--- src/rtl/hs_tx_sched.sv ---
// Paces producer words into the fast-side handshake transmitter: small FIFO in, one-cycle launch pulses out.
// Optional req/ack watchdog enabled by defining HS_TX_SCHED_TIMEOUT_EN.
module hs_tx_sched #(
  parameter int DW      = 32,
  parameter int DEPTH   = 4,
  parameter int GUARD   = 8,
  parameter int TIMEOUT = 1024
) (
  input  logic                         t_clk,
  input  logic                         t_rst_n,
  input  logic                         s_valid,
  output logic                         s_ready,
  input  logic [DW-1:0]                s_data,
  output logic                         hs_valid,
  output logic [DW-1:0]                hs_data,
  input  logic                         hs_req,
  output logic                         busy,
  output logic [$clog2(DEPTH+1)-1:0]   level,
  output logic                         err
);

  localparam int AW = $clog2(DEPTH);
  localparam int LW = $clog2(DEPTH + 1);
  localparam int GW = (GUARD > 1) ? $clog2(GUARD) : 1;

  typedef enum logic [2:0] {S_IDLE, S_LAUNCH, S_WAIT_HI, S_WAIT_LO, S_GUARD} state_t;

  state_t            state_reg, state_next;
  logic [DW-1:0]     mem [DEPTH];
  logic [AW-1:0]     wr_ptr_reg, rd_ptr_reg;
  logic [LW-1:0]     level_reg;
  logic [GW-1:0]     guard_cnt_reg, guard_cnt_next;
  logic              hs_valid_reg, hs_valid_next;
  logic [DW-1:0]     hs_data_reg;
  logic              push, pop;
  logic              tmo_hit;
  logic              err_reg;

  if (DEPTH < 2 || (DEPTH & (DEPTH - 1)) != 0 || GUARD < 1 || TIMEOUT < 1) begin : g_param_check
    $error("hs_tx_sched: illegal parameter set");
  end

  // FIFO: pop only looks at registered level, so a fresh word waits one cycle.
  assign s_ready = (level_reg != LW'(DEPTH));
  assign push    = s_valid && s_ready;
  assign pop     = (state_reg == S_IDLE) && (level_reg != '0);

  always_ff @(posedge t_clk) begin
    if (push) mem[wr_ptr_reg] <= s_data;
  end

  always_ff @(posedge t_clk or negedge t_rst_n) begin
    if (!t_rst_n) begin
      wr_ptr_reg <= '0;
      rd_ptr_reg <= '0;
      level_reg  <= '0;
    end else begin
      if (push) wr_ptr_reg <= wr_ptr_reg + AW'(1);
      if (pop)  rd_ptr_reg <= rd_ptr_reg + AW'(1);
      case ({push, pop})
        2'b10:   level_reg <= level_reg + LW'(1);
        2'b01:   level_reg <= level_reg - LW'(1);
        default: level_reg <= level_reg;
      endcase
    end
  end

  always_ff @(posedge t_clk or negedge t_rst_n) begin
    if (!t_rst_n) state_reg <= S_IDLE;
    else          state_reg <= state_next;
  end

  // A req edge observed in WAIT_HI/WAIT_LO always beats a simultaneous watchdog expiry.
  always_comb begin
    state_next = state_reg;
    case (state_reg)
      S_IDLE:    if (level_reg != '0) state_next = S_LAUNCH;
      S_LAUNCH:  state_next = S_WAIT_HI;
      S_WAIT_HI: begin
        if (hs_req)       state_next = S_WAIT_LO;
        else if (tmo_hit) state_next = S_GUARD;
      end
      S_WAIT_LO: if (!hs_req || tmo_hit) state_next = S_GUARD;
      S_GUARD:   if (guard_cnt_reg == '0) state_next = S_IDLE;
      default:   state_next = S_IDLE;
    endcase
  end

  always_comb begin
    hs_valid_next  = (state_reg == S_LAUNCH);
    guard_cnt_next = guard_cnt_reg;
    if (state_reg != S_GUARD && state_next == S_GUARD)
      guard_cnt_next = GW'(GUARD - 1);
    else if (state_reg == S_GUARD && guard_cnt_reg != '0)
      guard_cnt_next = guard_cnt_reg - GW'(1);
  end

  always_ff @(posedge t_clk or negedge t_rst_n) begin
    if (!t_rst_n) begin
      hs_valid_reg  <= 1'b0;
      hs_data_reg   <= '0;
      guard_cnt_reg <= '0;
    end else begin
      hs_valid_reg  <= hs_valid_next;
      guard_cnt_reg <= guard_cnt_next;
      if (pop) hs_data_reg <= mem[rd_ptr_reg];
    end
  end

`ifdef HS_TX_SCHED_TIMEOUT_EN
  localparam int TW = $clog2(TIMEOUT + 1);

  logic [TW-1:0] tmo_cnt_reg;
  logic          waiting;
  logic          tmo_fire;

  assign waiting  = (state_reg == S_WAIT_HI) || (state_reg == S_WAIT_LO);
  assign tmo_hit  = waiting && (tmo_cnt_reg == TW'(TIMEOUT - 1));
  assign tmo_fire = tmo_hit && (hs_req == (state_reg == S_WAIT_LO));

  always_ff @(posedge t_clk or negedge t_rst_n) begin
    if (!t_rst_n) begin
      tmo_cnt_reg <= '0;
      err_reg     <= 1'b0;
    end else begin
      if (state_next != state_reg) tmo_cnt_reg <= '0;
      else if (waiting)            tmo_cnt_reg <= tmo_cnt_reg + TW'(1);
      if (tmo_fire) err_reg <= 1'b1;
    end
  end
`else
  assign tmo_hit = 1'b0;
  assign err_reg = 1'b0;
`endif

  assign hs_valid = hs_valid_reg;
  assign hs_data  = hs_data_reg;
  assign level    = level_reg;
  assign busy     = (state_reg != S_IDLE) || (level_reg != '0);
  assign err      = err_reg;

endmodule

--- config.mk ---
export PLATFORM = sky130hd
export DESIGN_NAME = hs_tx_sched
export DESIGN_NICKNAME = d
export VERILOG_FILES = /design/src/rtl/hs_tx_sched.sv
export SDC_FILE = /design/constraint.sdc
export NUM_CORES = 1
export LEC_CHECK = 0
export CORE_MARGIN = 2
export CORE_UTILIZATION = 35
export DETAILED_ROUTE_END_ITERATION = 12
export PLACE_DENSITY = 0.66
export SLEW_MARGIN = 0
export SYNTH_ARGS = -nofsm -noshare
export SYNTH_HDL_FRONTEND = slang
export SYNTH_SLANG_ARGS = --single-unit
--- constraint.sdc ---
create_clock -name t_clk -period 2 [get_ports t_clk]
set_clock_uncertainty 0.05 [all_clocks]
set_input_delay 0.3 -clock t_clk [delete_from_list [all_inputs] [get_ports t_clk]]
set_output_delay 0.3 -clock t_clk [all_outputs]
set_load 0.01 [all_outputs]
# After elaboration in Yosys (flattened, before gate mapping)

Memory sizes are Yosys's and may differ from the RTL's. A register that Yosys moved wholly into a read port is not among the register bits.
Index checks and enable logic that the tools add are counted.

Register bits: 14
Bits in writable memories: 128
Input port bits: 36
Output and inout port bits: 39
Word-level logic and storage cells: 44
Memories: 1

Memory list:

| name | words | width | read ports | clocked after Yosys merged registers in | write ports | line | text |
|---|---|---|---|---|---|---|---|
| mem  | 4     | 32    | 1          | 1                                       | 1           | 29   | `logic [DW-1:0] mem [DEPTH];` |

Add/subtract/negate cells: 5
Equality and inequality tests: 9
Muxes and demuxes: 10
Reduce and logical (&&, ||, !) cells: 13

Operators by type and width:

| cell                                              | number |
|---|---|
| two-way mux 3 bit                                 | 6 |
| case mux 3 bit (5 select lines)                   | 1 |
| nonzero test 3 bit                                | 3 |
| == test 3 x 2 -> 1 bit (second input constant)    | 2 |
| == test 3 bit (second input constant)             | 2 |
| zero test 3 bit                                   | 2 |
| inequality test 3 bit (second input constant)     | 2 |
| case mux 3 bit (2 select lines)                   | 1 |
| subtractor 3 x 1 -> 3 bit (second input constant) | 2 |
| adder 2 x 1 -> 2 bit (second input constant)      | 2 |
| logical AND 1 bit                                 | 4 |
| nonzero test 2 bit                                | 2 |
| adder 3 x 1 -> 3 bit (second input constant)      | 1 |
| == test 3 x 1 -> 1 bit (second input constant)    | 1 |
| == test 2 x 1 -> 1 bit (second input constant)    | 1 |
| == test 2 bit (second input constant)             | 1 |
| two-way mux 1 bit                                 | 2 |
| zero test 1 bit                                   | 1 |
| logical OR 1 bit                                  | 1 |

# Depth between registers and ports, before layout

Gate-level depths: netlist of the first run.

Depth after elaboration: 6
Gate-level depth with buffers: 10
Gate-level depth less buffers: 9

# Least setup slack after synthesis of the first run

OpenSTA, ideal clock, no wires.

Path kind: flip-flop to flip-flop
Start point: register level_reg[1] (netlist: level[1])
End point: register level_reg[2] (netlist: level[2])
Arrival time: 2.068 ns
Slack: -0.197 ns
Cell stages (with the launch flop): 10
Clock period less this slack: 2.197 ns
Path through: dfrtp_1 -> or3b_4 -> and2_4 -> inv_1 -> ha_1 -> inv_1 -> fa_1 -> xor2_1 -> nor2_1 -> xor2_1

Longest elaborated chain between the ends: 4
Elaborated cells between the ends (all ways): 10

Ends and longest elaborated chain:

| element                                                                      | line | text |
|---|---|---|
| from (decl)                                                                  | 31   | `logic [LW-1:0] level_reg;` |
| from (signal assigned)                                                       | 61   | `2'b10: level_reg <= level_reg + LW'(1);` |
| from (signal assigned)                                                       | 62   | `2'b01: level_reg <= level_reg - LW'(1);` |
| from (signal assigned)                                                       | 63   | `default: level_reg <= level_reg;` |
| inequality test 3 bit *                                                      | 44   | `assign s_ready = (level_reg != LW'(DEPTH));` |
| via s_ready                                                                  | 12   | `output logic s_ready,` |
| logical AND 1 bit *                                                          | 45   | `assign push = s_valid && s_ready;` |
| == test 2 x 1 -> 1 bit / == test 2 bit (equally long branches)               | 60   | `case ({push, pop})` |
| case mux 3 bit (2 select lines) / nonzero test 2 bit (equally long branches) | --   |  |

Mark *: on every way through the listed nets, which the timed path passes. The rest lies on a longest branch.
A chain may end at the register's enable or synchronous reset.

# Worst setup path after layout of the first run

Start point: register level_reg[0] (netlist: level[0])
End point: register level_reg[2] (netlist: level[2])

Longest elaborated chain between the ends: 4
Elaborated cells between the ends (all ways): 10

Ends and longest elaborated chain:

| element                                                                      | line |
|---|---|
| inequality test 3 bit / nonzero test 3 bit (equally long branches)           | 44, 46 |
| logical AND 1 bit, on equally long branches                                  | 45, 46 |
| == test 2 x 1 -> 1 bit / == test 2 bit (equally long branches)               | 60 |
| case mux 3 bit (2 select lines) / nonzero test 2 bit (equally long branches) | -- |

Parallel ways exist; a longest one is shown, timed or not.

==> flow_summary.rst, run 1 <==
.. list-table::
   :header-rows: 1

   * - Metric
     - Value
   * - Syn Std Cell Area
     - 6734 sq um
   * - Crit path required time
     - 2.28 ns
   * - Overall global routing resource usage
     - 12.86%
   * - CTS tree
     - built
   * - Layout Area Growth over Synthesis
     - 26.85%
   * - Maximum number of pins on one net before global-route repair
     - 47
   * - Largest driver fanout on the critical path
     - 2
   * - Share of synthesized registers carrying an async set or reset
     - 26.44%
   * - First-pass GRT wire length
     - 19330 microns
   * - Maximum frequency from static timing analysis
     - 0.4902 GHz
   * - Leakage component of the power
     - 0.003104 uW
   * - Leading cell types by total area after synthesis
     - edfxtp_1 (57%), dfrtp_1 (17%), mux4_2 (9.4%)
   * - Most used DFF post-synth
     - edfxtp_1
   * - Status
     - complete, but fails checks
   * - Number of max-cap violations
     - 0
   * - Worst Path Class, Setup
     - reg -> reg
   * - Fraction of power spent switching nets
     - 27.90%
   * - Final worst path period need
     - 2.040 ns
   * - CTS Buffer Depth
     - 2
   * - Gate count of the mapped netlist
     - 306
   * - WP data arrival
     - 2.32 ns
   * - Hold WC Path Type
     - in -> async
   * - Post-synthesis cell type with the largest combined area
     - edfxtp_1
   * - Yosys synthesis warning count
     - 0
   * - Diodes inserted
     - 0
   * - Top cell family by delay on the critical path
     - simple AND/OR/NAND/NOR gates
   * - Sequential share of power
     - 40.1%
   * - Critical path buffer and inverter count
     - 2
   * - Total CTS buffers
     - 17
   * - Slowest stage delay, CP
     - 0.40 ns
   * - Clock network fraction of design power
     - 24.0%
   * - Setup TNS
     - -0.03987 ns
   * - Share of cells above drive strength 1
     - 31.92%
   * - Least setup slack across all paths after layout
     - -0.03987 ns
   * - Via count of the first global-routing pass
     - 3442
   * - Max FFs per register
     - 128
   * - Final Hold Violating Endpoints
     - 0
   * - Total gr overflow
     - 0
   * - Synthesized Nets
     - 350
   * - Source of the worst register-to-register timing path
     - level[0]$_DFFE_PN0P_
   * - Internal power consumption
     - 9639 uW
   * - Synthesized flop and latch total
     - 174
   * - Failing checks
     - negative setup slack
   * - Setup repair after global routing missed its margin
     - yes
   * - Count of flip-flops with a built-in enable after synthesis
     - 128
   * - Clk slew on worst S/H paths
     - 0.07 ns
   * - Maximum vdd drop
     - 679.5 uV
   * - Critical-path cell list
     - or3b_4, and2_4, inv_4, ha_4, inv_2, fa_2, xor2_1, nor2_1, xor2_1
   * - Initial antenna violation count
     - 0
   * - Count of endpoints failing setup in the final report
     - 1
   * - CP Capture Type
     - flip-flop
   * - Core Region
     - 18770 sq um
   * - DP HPWL
     - 7691 microns
   * - Distinct cell type count after synthesis
     - 33
   * - Combinational group share of total power
     - 35.9%
   * - Sinks on the clock net
     - 174
   * - First element of the critical path
     - level[0]$_DFFE_PN0P_
   * - Max stage delay cell, worst path
     - dfrtp_2
   * - Power per Cell Area
     - 1565 nW/um^2
   * - Final max-slew violation count
     - 0
   * - Period utilisation layout
     - 102.0%
   * - Effective utilization at floorplan
     - 35.88%
   * - Final #Nets
     - 457
   * - Library cell used as clock root buffer
     - clkbuf_16
   * - Most common library cells after synthesis
     - edfxtp_1 (128), dfrtp_1 (46), mux2_4 (28), mux4_2 (28), inv_1 (9)
   * - Initial DRT Pass Iterations
     - 4
   * - Total number of H-tree levels
     - 4
   * - Post-synthesis sequential area ratio
     - 74.17%
   * - Area of all placed cells without fillers
     - 8542 sq um
   * - Area after detailed placement
     - 7919 sq um
   * - DRC violation count after routing
     - 0
   * - Number of ports placed on the die boundary
     - 75
   * - Remaining number of nets flagged by the antenna check after routing
     - 0
   * - Later-pin clock latency in the skew report
     - 0.41 ns
   * - Routability congestion estimate
     - 0.6560
   * - 1st-iter DRT viols
     - 188
   * - Crit-path most repeated cell
     - xor2_1
   * - Library cell with the highest instance count after synthesis
     - edfxtp_1
   * - Standard-cell rows
     - 50
   * - Die ar.
     - 20360 sq um
   * - Worst slack, placed
     - -0.05259 ns
   * - Startpoint Class
     - flip-flop
   * - Number of vias per cell after detailed routing
     - 4.782
   * - Height of the die
     - 142.7 microns
   * - Chip Width
     - 142.7 microns
   * - Total wirelength of the detailed-routed design
     - 12300 microns
   * - Routed vias
     - 3156
   * - Share of Yosys cell area claimed by the top area cell type
     - 57.08%
   * - Number of buffer cells added on primary ports
     - 73
   * - Per-instance average area after synthesis
     - 22.01 sq um
   * - Mean routed wirelength per cell
     - 18.64 microns
   * - Net switching component of the power
     - 3729 uW
layout by cell type (no fill, tap or decap), types with 5 or more instances in the layout:
cell and instances:
clkinvlp_4 5, mux4_2 28, nand2_1 7, clkbuf_16 17
buf_12 7, mux2_4 28, inv_1 7, dfrtp_1 42
edfxtp_1 128, ha_1 6, buf_4 21, clkdlybuf4s50_1 70
what timing repair did:
item                                    4_1_cts  5_1_grt
hold buffers                                  1        0
endpoints found under the setup margin        3        1
endpoints found under the hold margin        46        0
pin swaps                                     6        4
buffers inserted                              3        0
resized for setup                             6        0
cell type report:
type	count	area, sq um
clock buffers	19	442.9
clock inverters	13	140.1
fillers	1593	10230
inverters	9	36.28
multi-input cells	109	1598
flip-flops and latches	174	5000
well taps	234	292.8
repair buffers	102	1032
worst register-to-register path, stage by stage (launching register included):
cell and delay, ns:
dfrtp_2 0.40, or3b_4 0.39, and2_4 0.16, inv_4 0.05, ha_4 0.12, inv_2 0.04, fa_2 0.33, xor2_1 0.14
nor2_1 0.13, xor2_1 0.15
metal layers:
layer / track usage, % / share of wire, % / up-vias
met5: 0 / 0 / -
met4: 3.075 / 0.72 / 0
met3: 4.527 / 4.1 / 8
met2: 21.61 / 51 / 63
met1: 16.05 / 44 / 1670
li1: - / - / 1415
power groups by stage:
| stage | Clock, uW | Sequential [uW] | Combinational (uW) |
|---|---|---|---|
| finish | 3210 | 5360 | 4790 |
| global placement | 0 | 5410 | 4720 |
| CTS | 3290 | 5380 | 4910 |
| detailed placement | 0 | 5440 | 4830 |
| global route | 3440 | 5460 | 5150 |
| floorplan | 0 | 5540 | 2920 |
worst paths after layout:
path | end | slack, ns | depth (start not counted)
worst min register to register | hs_data[19]$_DFFE_PN0P_ | 0.46 | 1
worst max register to register | level[2]$_DFFE_PN0P_ | -0.04 | 9
min in group t_clk | state_reg[0]$_DFF_PN0_ | 0.45 | 3
worst min-delay path | hs_data[21]$_DFFE_PN0P_ | 0.36 | 3
max in group asynchronous | level[1]$_DFFE_PN0P_ | 1.27 | 3
worst max-delay path | level[2]$_DFFE_PN0P_ | -0.04 | 9
through the flow:
step | hold WS, ns | cells | utilization [%] | power [uW]
finish | 0.3627 | 660 | 45.51 | 13370
global route | 0.3729 | 660 | 45.51 | 14060
CTS | 0.3602 | 660 | 45.51 | 13580
detailed placement | 0.2666 | 624 | 42.19 | 10280
global placement | 0.2668 | 624 | 42.19 | 10120
floorplan | -0.04559 | 306 | - | 8457
cell families after synthesis:
family / share of synthesized area, %
simple gates: 2.137
xor+xnor: 0.9105
compound gates: 0.5202
flops: 74.17
mux: 18.00
fa+ha+maj: 1.598
buf+inv: 2.601
other cells: 0.05569
No activity file was read; power rests on OpenSTA's default activity.
==> run 2: changes to the inputs <==
--- a/config.mk
+++ b/config.mk
@@ -7,6 +7,7 @@
 export LEC_CHECK = 0
 export CORE_MARGIN = 2
 export CORE_UTILIZATION = 35
+export CTS_CLUSTER_DIAMETER = 60
 export DETAILED_ROUTE_END_ITERATION = 12
 export PLACE_DENSITY = 0.66
 export SLEW_MARGIN = 0
==> results of run 2 <==
The final DEF is identical to that of run 1; final timing and power are the same.
==> run 3: changes to the inputs <==
==> constraint.sdc (replaced) <==
create_clock -name t_clk -period 2 [get_ports t_clk]
set_clock_uncertainty 0.05 [all_clocks]
set_input_delay 0.3 -clock t_clk [delete_from_list [all_inputs] [get_ports t_clk]]
set_output_delay 0.3 -clock t_clk [all_outputs]
set_load 0.1 [all_outputs]
==> run 3 against run 2 <==
  * The flow still finishes with violations (negative setup slack)
  * Core utilization is 0.64 points lower
  * Worst hold slack improved by 0.0016 ns
  * Global-route usage increased by 0.30 points
  * Routed wire length is 1.4% higher
  * Cell area decreased by 1.4%
  * Final cell count did not move
  * Critical path type unchanged
==> flow_summary.rst, run 3 (synthesis gave the netlist of run 1 again) <==
.. list-table::
   :header-rows: 1

   * - Metric
     - Value
   * - Maximum number of pins on one net before global-route repair
     - 31 (was 47)
   * - Routed vias
     - 3121 (was 3156)
   * - WP data arrival
     - 2.37 ns (was 2.32 ns)
   * - Total CTS buffers
     - 17 (unchanged)
   * - Clk slew on worst S/H paths
     - 0.07 ns (about the same)
   * - Final worst path period need
     - 2.085 ns (was 2.040 ns)
   * - Placed instance count
     - 626 (was 624)
   * - 1st-iter DRT viols
     - 102 (was 188)
   * - Via count of the first global-routing pass
     - 3514 (was 3442)
   * - Count of endpoints failing setup in the final report
     - 1 (unchanged)
   * - First-pass GRT wire length
     - 19650 microns (was 19330 microns)
   * - Layout Area Growth over Synthesis
     - 25.07% (was 26.85%)
   * - Critical path buffer and inverter count
     - 2 (unchanged)
   * - Remaining number of nets flagged by the antenna check after routing
     - 0 (unchanged)
   * - CP Capture Type
     - flip-flop (unchanged)
   * - Final #Nets
     - 457 (unchanged)
   * - Register-to-register setup slack
     - -0.08 ns (was -0.04 ns)
   * - Sinks on the clock net
     - 174 (unchanged)
   * - Period utilisation layout
     - 104.2% (was 102.0%)
   * - Number of vias per cell after detailed routing
     - 4.729 (was 4.782)
   * - Final standard cell count with taps included and fillers excluded
     - 660 (unchanged)
   * - Max FFs per register
     - 128 (unchanged)
   * - Top cell family by delay on the critical path
     - simple AND/OR/NAND/NOR gates (unchanged)
   * - Routability congestion estimate
     - 0.7260 (was 0.6560)
   * - Die ar.
     - 20360 sq um (unchanged)
   * - Least setup slack across all paths after layout
     - -0.08497 ns (was -0.03987 ns)
   * - Commonest cells after routing, fill and taps aside
     - edfxtp_1 (128), buf_4 (61), dfrtp_1 (41) (was edfxtp_1 (128), clkdlybuf4s50_1 (70), dfrtp_1 (42))
   * - Worst R2R Path Depth
     - 9 (unchanged)
   * - Worst Path Class, Setup
     - reg -> reg (unchanged)
   * - Total number of H-tree levels
     - 4 (unchanged)
   * - Failing checks
     - negative setup slack (unchanged)
   * - Tightest Pin Transition
     - 0.5690 ns
   * - Effective utilization at floorplan
     - 35.88% (unchanged)
   * - Initial DRT Pass Iterations
     - 4 (unchanged)
   * - Final Hold Violating Endpoints
     - 0 (unchanged)
   * - Status
     - complete, but fails checks (unchanged)
   * - CTS tree
     - built (unchanged)
   * - Most common cell after layout, fill and taps aside
     - edfxtp_1 (unchanged)
   * - Diodes inserted
     - 0 (unchanged)
   * - Critical-path cell list
     - or3b_4, and2_4, inv_2, ha_4, inv_2, fa_2, xor2_1, nor2_1, xor2_1 (was or3b_4, and2_4, inv_4, ha_4, inv_2, fa_2, xor2_1, nor2_1, xor2_1)
   * - Mean routed wirelength per cell
     - 18.89 microns (was 18.64 microns)
   * - Hold WC Path Type
     - in -> async (unchanged)
   * - Number of max-cap violations
     - 0 (unchanged)
   * - Standard-cell rows
     - 50 (unchanged)
   * - Chip Width
     - 142.7 microns (unchanged)
   * - Later-pin clock latency in the skew report
     - 0.41 ns (about the same)
   * - Share of cells above drive strength 1
     - 41.31% (was 31.92%)
   * - Setup TNS
     - -0.08497 ns (was -0.03987 ns)
   * - Number of ports placed on the die boundary
     - 75 (unchanged)
   * - Total gr overflow
     - 0 (unchanged)
   * - Total wirelength of the detailed-routed design
     - 12470 microns (was 12300 microns)
   * - Number of buffer cells added on primary ports
     - 73 (unchanged)
   * - Max stage delay cell, worst path
     - dfrtp_4 (was dfrtp_2)
   * - Slowest stage delay, CP
     - 0.48 ns (was 0.40 ns)
   * - Largest driver fanout on the critical path
     - 2 (unchanged)
   * - Worst r2r dst
     - level[2]$_DFFE_PN0P_ (unchanged)
   * - Final max-slew violation count
     - 0 (unchanged)
   * - Startpoint Class
     - flip-flop (unchanged)
   * - DRC violation count after routing
     - 0 (unchanged)
   * - Crit path required time
     - 2.28 ns (about the same)
   * - Library cell used as clock root buffer
     - clkbuf_16 (unchanged)
   * - Setup repair after global routing missed its margin
     - yes (unchanged)
   * - Headroom to the max-slew limit
     - 62.07%
   * - Initial antenna violation count
     - 0 (unchanged)
   * - CTS Buffer Depth
     - 2 (unchanged)
   * - Height of the die
     - 142.7 microns (unchanged)
   * - Core Region
     - 18770 sq um (unchanged)
   * - DP HPWL
     - 7913 microns (was 7691 microns)
   * - Source of the worst register-to-register timing path
     - level[0]$_DFFE_PN0P_ (unchanged)
   * - Maximum frequency from static timing analysis
     - 0.4796 GHz (was 0.4902 GHz)
   * - Overall global routing resource usage
     - 13.17% (was 12.86%)
run 3: cell count changes in the layout (fill, tap and decap cells not counted), sizes merged:
cell / delta
clkdlybuf4s50: -36
clkdlybuf4s15: -1
inv: +2
clkbuf: +1
buf: +38
clkinv: -2
dlygate4sd2: -1
clkinvlp: -1
run 3: how the worst max path moves through the flow:
stage | from | endpoint | slack, ns | cells past startpoint
after global routing | level[0]$_DFFE_PN0P_ | level[2]$_DFFE_PN0P_ | -0.16 | 9
after CTS | level[0]$_DFFE_PN0P_ | level[2]$_DFFE_PN0P_ | -0.1 | 9
after detailed placement | level[0]$_DFFE_PN0P_ | level[2]$_DFFE_PN0P_ | -0.16 | 9
final | level[0]$_DFFE_PN0P_ | level[2]$_DFFE_PN0P_ | -0.08 | 9
after floorplan | level[0]$_DFFE_PN0P_ | level[2]$_DFFE_PN0P_ | -0.52 | 9
after global placement | level[0]$_DFFE_PN0P_ | level[2]$_DFFE_PN0P_ | -0.08 | 9
run 3: cell type report:
class	count	area [sq um]
Fill cell	1625	10350
Sequential cell	174	5006
Multi-Input combinational cell	109	1604
Timing Repair Buffer	102	913.4
Clock buffer	20	436.7
Tap cell	234	292.8
Clock inverter	12	135.1
Inverter	9	33.78
run 3: stage by stage:
stage               cell area, sq um  setup slack (ns)  utilization (%)  hold WS (ns)
floorplan                       6763           -0.5221                -      -0.04559
global placement                7820          -0.08077            41.67        0.2679
detailed placement              7820           -0.1551            41.67        0.2862
CTS                             8408          -0.09839            44.80        0.3783
global route                    8422           -0.1556            44.87        0.3851
finish                          8422          -0.08497            44.87        0.3643
run 3: layer usage:
metal	share of wire [%]	vias to the layer above	track usage, %	routed length (microns)
met2	51	69	22.32	6410
met3	4.2	13	3.991	529
li1	-	1419	-	-
met4	1.6	0	4.586	203
met5	0	-	0	0
met1	43	1620	16.07	5326
run 3: repair_timing:
item                                    CTS  global route
endpoints found under the hold margin    16             0
endpoints found under the setup margin    4             4
pin swaps                                 5             2
gates cloned                              0             0
resized for setup                         1             2
hold buffers                              1             0
setup buffers                             2             1
run 3: worst register-to-register path: stages (launching register included):
cell,delay [ns]
dfrtp_4,0.48
or3b_4,0.38
and2_4,0.15
inv_2,0.06
ha_4,0.13
inv_2,0.03
fa_2,0.33
xor2_1,0.14
nor2_1,0.11
xor2_1,0.15
Power of run 3 is left out: the tool's default activity adds up to more than one toggle a clock period on the data nets, which glitch-free logic cannot reach.
